==> src/rtl/param_sync_fifo.sv <==
// Single-clock FIFO with occupancy count, almost flags and sticky error flags.
// Read data 1 cycle after the pop (FWFT=0) or at the head (FWFT=1). Writes while full and reads while empty are dropped and flagged.
module param_sync_fifo #(
  parameter int DATA_WIDTH = 8,
  parameter int DEPTH      = 8,
  parameter int AF_LEVEL   = DEPTH - 2,
  parameter int AE_LEVEL   = 2,
  parameter bit FWFT       = 1'b0
) (
  input  logic                    clk,
  input  logic                    rst_n,
  input  logic                    wr_en,
  input  logic [DATA_WIDTH-1:0]   data_in,
  input  logic                    rd_en,
  input  logic                    clr_err,
  output logic [DATA_WIDTH-1:0]   data_out,
  output logic                    full,
  output logic                    empty,
  output logic                    almost_full,
  output logic                    almost_empty,
  output logic [$clog2(DEPTH):0]  count,
  output logic                    overflow,
  output logic                    underflow
);

  localparam int AW = $clog2(DEPTH);
  localparam int CW = AW + 1;

  logic [DATA_WIDTH-1:0] mem [DEPTH];
  logic [AW-1:0]         wr_ptr;
  logic [AW-1:0]         rd_ptr;
  logic                  wr_acc;
  logic                  rd_acc;

  assign full         = (count == CW'(DEPTH));
  assign empty        = (count == '0);
  assign almost_full  = (count >= CW'(AF_LEVEL));
  assign almost_empty = (count <= CW'(AE_LEVEL));

  assign wr_acc = wr_en && !full;
  assign rd_acc = rd_en && !empty;

  always_ff @(posedge clk) begin
    if (!rst_n) begin
      wr_ptr    <= '0;
      rd_ptr    <= '0;
      count     <= '0;
      overflow  <= 1'b0;
      underflow <= 1'b0;
    end else begin
      if (wr_acc) wr_ptr <= wr_ptr + AW'(1);
      if (rd_acc) rd_ptr <= rd_ptr + AW'(1);
      case ({wr_acc, rd_acc})
        2'b10:   count <= count + CW'(1);
        2'b01:   count <= count - CW'(1);
        default: count <= count;
      endcase
      // A fresh error wins over a clear in the same cycle.
      overflow  <= (wr_en && full)  || (overflow  && !clr_err);
      underflow <= (rd_en && empty) || (underflow && !clr_err);
    end
  end

  // Storage is not reset, but writes are still blocked while reset is held.
  always_ff @(posedge clk) begin
    if (rst_n && wr_acc) mem[wr_ptr] <= data_in;
  end

  generate
    if (FWFT) begin : g_fwft
      assign data_out = mem[rd_ptr];
    end else begin : g_std
      logic [DATA_WIDTH-1:0] dout_q;
      always_ff @(posedge clk) begin
        if (!rst_n)      dout_q <= '0;
        else if (rd_acc) dout_q <= mem[rd_ptr];
      end
      assign data_out = dout_q;
    end
  endgenerate

endmodule
==> config.mk <==
export PLATFORM = sky130hd
export DESIGN_NAME = param_sync_fifo
export DESIGN_NICKNAME = d
export VERILOG_FILES = /design/src/rtl/param_sync_fifo.sv
export SDC_FILE = /design/constraint.sdc
export NUM_CORES = 1
export LEC_CHECK = 0
export BUFFER_PORTS_ARGS = -buffer_cell sky130_fd_sc_hd__buf_2
export CAP_MARGIN = 20
export CORE_ASPECT_RATIO = 1.4
export CORE_UTILIZATION = 40
export CTS_CLUSTER_DIAMETER = 30
export DETAILED_ROUTE_END_ITERATION = 16
export PLACE_DENSITY = 0.65
export SETUP_SLACK_MARGIN = 0.4
export SYNTH_ARGS = -nofsm -noshare
export SYNTH_HDL_FRONTEND = slang
export SYNTH_SLANG_ARGS = --single-unit
==> constraint.sdc <==
create_clock -name clk -period 2.5 [get_ports clk]
set_input_delay 0 -clock clk [delete_from_list [all_inputs] [get_ports clk]]
set_output_delay 0 -clock clk [all_outputs]
set_load 0.05 [all_outputs]
# After elaboration in Yosys (flattened, before gate mapping)
# Memories as Yosys holds them, arrays and structs flattened. A register that Yosys moved wholly into a read port is not among the register bits.
# Index checks and enable logic that the tools add are counted.
# totals
mem_count	1
in_bits	13
reg_bits	12
mem_bits_rw	64
output_inout_bits	18
# op_classes
add_sub_neg	4
n_reduce_logical	15
n_eq_ne	3
n_lt_le_gt_ge	2
n_mux	3
# mem_list
memory	words	width	rd	rd_clocked_by_memory_dff	write_ports	line	rtl
mem	8	8	1	1	1	29	logic [DATA_WIDTH-1:0] mem [DEPTH];
# ops
operator	count
$pmux 4 s2	1
$logic_and 1x1->1	7
$add 3x1->3 const B	2
$add 4x1->4 const B	1
$eq 4x4->1 const B	1
$ge 4x3->1 const B	1
$le 4x2->1 const B	1
$logic_not 1->1	4
$logic_not 4->1	1
$sub 4x1->4 const B	1
$eq 2x1->1 const B	1
$eq 2x2->1 const B	1
$logic_or 1x1->1	2
$mux 1	2
$reduce_bool 2->1	1

# Depth between registers and ports, before layout
# logic_depth
word_depth	6
ltp_mapped	11

# Worst setup path before layout
# Ideal clock, no wire load.
# synth_timing
path_kind	register to register
startpoint	reg count[3]
endpoint	reg count[2]
setup_ns	0.076
path_buffers	1
arrival_time_ns	2.601
stages_incl_launch_ff	11
synth_period_minus_slack_ns	2.676
setup_slack_ns	-0.176
t_required_ns	2.424
cell_sequence	dfxtp_1 -> or4b_4 -> buf_6 -> nand2_4 -> ha_1 -> xor2_1 -> ha_1 -> a21oi_1 -> xor2_1 -> or3_1 -> a21boi_0
# synth_via
elab_chain_len	5
# synth_rtl
item	line	rtl
start: declaration	21	output logic [$clog2(DEPTH):0] count,
start signal: assignment	54	2'b10: count <= count + CW'(1);
start signal: assignment	55	2'b01: count <= count - CW'(1);
start signal: assignment	56	default: count <= count;
$eq 4x4->1 / $logic_not 4->1 (equally long branches)	35, 36	
$logic_not 1->1, on equally long branches	40, 41	
$logic_and 1x1->1, on equally long branches	40, 41	
$eq 2x1->1 / $eq 2x2->1 (equally long branches)	53	case ({wr_acc, rd_acc})
$pmux 4 s2 / $reduce_bool 2->1 (equally long branches)	--	
# Parallel ways exist; a longest one is shown, timed or not.
# A chain may end at the register's enable or synchronous reset.

# Worst setup path after layout
# layout_timing
startpoint	reg count[1]
endpoint	reg count[2]
# The elaborated chain is that of the path after synthesis.

==> reports/metrics.sh <==
FIN_WORST_SKEW_PS=5.47
VIAS_PER_CELL=5.16
P_INT_mW=2.93
WORST-ENDPOINT-REQUIRED_PS=2750
DIE_H_MICRONS=110
CLOCK_POWER_SHARE_PCT=26.4
WORSTPATHARRIVAL_PS=2450
FINALSETUPVIOLATIONS=0
DESIGN.FINAL.NETS=282
MAX-VDD-IR-DROP_V=0.000755
GRT_MAX_DEGREE=25
ANTENNA_CELLS=0
WHS_ENDPOINT='wr_ptr[1]'
POWER_SWITCHING_SHARE_PCT=34.6
CLOCK_SLEW_AT_REPORTED_PATH_FFS_PS=50
SYNTHESIS.AREA_SQ_MM=0.00335
TIMING.CRITICAL_PATH.FANOUT_MAX=2
CORE_REGION_AREA_SQ_MM=0.00815
DIE-AREA_SQ_MM=0.00874
TNS_PS=0
GRT_FIRST_PASS_WIRELENGTH_MICRONS=9800
CLOCK_LATENCY_PS=330
WORST_CASE_CLOCK_BUFFER_DEPTH=2
VIAS_IN_THE_FIRST_GLOBAL_ROUTE=1910
HOLDCRITSTARTPOINT='wr_en'
CRITICAL_PATH.REG2REG.STARTPOINT='count[1]'
POWER_DENSITY_mW_PER_MM2=1070
SYNTH-WARNING-COUNT=0
RRSETUPSLACK_PS=300
BOUNDARYPINS=31
NETLIST-CELL-TYPE-COUNT=37
SYNTH.YOSYS.SEQ_AREA_SHARE_PCT=69.4
SYNTH_ENABLE_FLOP_CELLS=64
DRT-TOTAL-WL_MICRONS=6480
ROUTEDWLPERCELL_MICRONS=17.5
TOP_CELLS_BY_AREA_SYNTH='sky130_fd_sc_hd__edfxtp_1 57%, sky130_fd_sc_hd__dfxtp_1 12%, sky130_fd_sc_hd__mux4_2 11%, sky130_fd_sc_hd__ha_1 1.9%, sky130_fd_sc_hd__nor2b_1 1.7%'
MAXCAP_VIOL_COUNT=0
TOP_ACHIEVABLE_CLOCK_SPEED_MHz=454
DRIVE_GT1_SHARE_PCT=36.1
FINALMAXSLEWVIOLATIONS=0
NFILLCELLS=684
STD_CELL_ROWS=39
GRT_ANTENNA_BEFORE_REPAIR=0
SYNTHESIS.AREA_PER_INSTANCE_SQ_UM=16.5
CRIT_PATH_START_KIND='register'
RUN_STATUS='complete, no violations'
RSZ_0062_RAISED_AFTER_GLOBAL_ROUTING='yes'
SYNTHARSTFLOPSHARE_PCT=0
STATIC_LEAKAGE_nW=1.48
DR.FIRST_ITER.DRC_COUNT=135
SYNTH_LARGEST_AREA_CELL='sky130_fd_sc_hd__edfxtp_1'
TIMING.SLEW.HEADROOM_PCT=43.1
NUMBER_OF_CTS_INSERTED_BUFFERS=9
YS.FLOP_TYPE='sky130_fd_sc_hd__edfxtp_1'
CTS_HTREE_LEVELS=3
R2R_CELLS=9
HALF_PERIMETER_WIRE_LENGTH_AFTER_PLACEMENT_MICRONS=3990
SWITCHING_POWER_mW=1.55
WHS_PATH_DEPTH=3
DRT_DRC_VIOLATIONS_LEFT=0
LAYOUT-AREA-OVERHEAD-VS-SYNTH_PCT=24.9
HOLD_PATH.CLASS='in2reg'
DETAILROUTE.VIA_COUNT=1915
FIN_CRIT_SH_PCT=88.0
CTS_TREE='yes'
FLOORPLAN.INITIALDENSITY_PCT=41.1
TIMING.SETUP.CRITICAL_PATH_CLASS='reg2reg'
DIE_WIDTH_MICRONS=79.3
GLOBALROUTEOVERFLOWTOTAL=0
SHARE_SEQ_OF_TOTAL_POWER_PCT=39.2
WHS_PS=31.3
HOLD_VIOL_FINAL=0
POST-SYNTH-TOP-AREA-FRACTION_PCT=57.4
CRIT_PATH_END_KIND='register'
DRT_PASS1_ITERATIONS=4
ANTENNA_VIOLATING_NETS_POST_ROUTE=0
COMB_POWER_SHARE_PCT=34.5
GLOBALPLACE.CONGESTION=0.750
SYNTHESIS.NETS=221
TIGHTESTPINTRANSITION_PS=846
PERIOD_MINUS_SLACK_PS=2200
SYNTH.FF_LATCH_COUNT=84
GRT_UTIL_ALL_LAYERS_PCT=16.2
CTS_SINKS=84
WORST_R2R_ENDPOINT='count[2]'
SYN-INSTANCE-COUNT=203
IO_BUFFERS=30
CTSROOTBUFFERMASTER='sky130_fd_sc_hd__clkbuf_16'
-- Yosys cell counts (2+ instances only) --
cell type	n
sky130_fd_sc_hd__clkbuf_1	2
sky130_fd_sc_hd__o21ai_0	9
sky130_fd_sc_hd__and2_1	5
sky130_fd_sc_hd__nand2b_1	2
sky130_fd_sc_hd__xor2_1	3
sky130_fd_sc_hd__buf_2	4
sky130_fd_sc_hd__o22ai_1	8
sky130_fd_sc_hd__nand3_1	4
sky130_fd_sc_hd__ha_1	5
sky130_fd_sc_hd__nor4_1	3
sky130_fd_sc_hd__xnor2_1	4
sky130_fd_sc_hd__nor2b_1	9
sky130_fd_sc_hd__nor3_1	4
sky130_fd_sc_hd__buf_6	2
sky130_fd_sc_hd__a21oi_1	4
sky130_fd_sc_hd__nand2_1	6
sky130_fd_sc_hd__mux2i_1	3
sky130_fd_sc_hd__mux4_2	16
sky130_fd_sc_hd__edfxtp_1	64
sky130_fd_sc_hd__nor2_1	10
sky130_fd_sc_hd__dfxtp_1	20
-- per-stage QoR --
step	area, sq um	power (mW)	setup slack [ps]	utilization, %	std cells
2_1_floorplan	3410	2.94	94.2	-	203
3_3_place_gp	3720	3.20	228	45.7	336
3_5_place_dp	3720	3.23	131	45.7	336
4_1_cts	4170	4.51	295	51.2	370
5_1_grt	4180	4.69	224	51.3	371
6_report	4180	4.48	299	51.3	371
-- cell type report --
cell class	instances	area, sq um	share of cell area (%)
flip-flops and latches	84	2330	55.9
multi-input cells	107	1020	24.5
repair buffers	61	418	10.0
clock buffers	12	246	5.90
well taps	102	128	3.05
clock inverters	4	26.3	0.629
inverters	1	3.75	0.0898
-- power by group through the flow --
stage / Sequential (mW) / Clock (mW) / Combinational [mW]
4_1_cts: 1.76 / 1.21 / 1.55
3_5_place_dp: 1.80 / 0 / 1.43
6_report: 1.75 / 1.18 / 1.54
5_1_grt: 1.77 / 1.27 / 1.65
3_3_place_gp: 1.79 / 0 / 1.41
2_1_floorplan: 2.08 / 0 / 0.863
-- flip-flops by register name, indices dropped and copies added, names as in the netlist --
register and count:
data_out 8, wr_ptr 3, underflow 1, count 4
overflow 1, rd_ptr 3, mem 64
-- logic make-up after synthesis --
kind of cell	count (synthesis)	synth area share, %
DFF	84	69.4
AOI/OAI and AO/OA	28	5.16
buffers and inverters	12	2.09
and+or+nand+nor	48	7.97
muxes	19	11.7
adders and majority gates	5	1.87
xor gates and xnor gates	7	1.83
-- worst max-delay path, stage by stage (launching register included) --
cell and delay (ps):
sky130_fd_sc_hd__dfxtp_4 340, sky130_fd_sc_hd__or4b_4 580, sky130_fd_sc_hd__nand2_8 100, sky130_fd_sc_hd__ha_4 130, sky130_fd_sc_hd__xor2_1 160, sky130_fd_sc_hd__ha_2 200
sky130_fd_sc_hd__a21oi_2 40, sky130_fd_sc_hd__xor2_1 140, sky130_fd_sc_hd__or3_1 300, sky130_fd_sc_hd__a21boi_1 130
-- repair_timing --
action                                  4_1_cts  5_1_grt
buffers inserted                              7        1
resized for setup                             5        1
endpoints found under the hold margin        66        0
hold buffers                                 11        0
pin swaps                                     5        0
endpoints found under the setup margin        6        6
-- worst max path at each step --
stage	startpoint	endpoint	cells after the start
4_1_cts	count[1]	count[3]	7
6_report	count[1]	count[2]	9
5_1_grt	count[1]	count[3]	7
3_5_place_dp	count[0]	count[2]	9
2_1_floorplan	count[2]	count[2]	11
3_3_place_gp	count[0]	count[2]	9
-- routing by layer --
layer	vias up	track usage, %	share of wire, %
li1	913	-	-
met1	965	17.8	41
met2	25	28.8	54
met3	12	4.03	2.3
met4	0	8.05	2.4
met5	-	0	0
-- placed cells by master (no fill, tap or decap), types with 5 or more instances in the layout --
cell,instances
sky130_fd_sc_hd__o21ai_0,9
sky130_fd_sc_hd__nor2b_1,9
sky130_fd_sc_hd__dlygate4sd3_1,11
sky130_fd_sc_hd__dfxtp_1,16
sky130_fd_sc_hd__edfxtp_1,64
sky130_fd_sc_hd__buf_2,30
sky130_fd_sc_hd__and2_1,5
sky130_fd_sc_hd__mux4_2,16
sky130_fd_sc_hd__o22ai_1,8
sky130_fd_sc_hd__clkbuf_16,9
sky130_fd_sc_hd__nand2_1,6
sky130_fd_sc_hd__nor2_1,10
sky130_fd_sc_hd__buf_4,18
(Power assumes the default switching activity.)
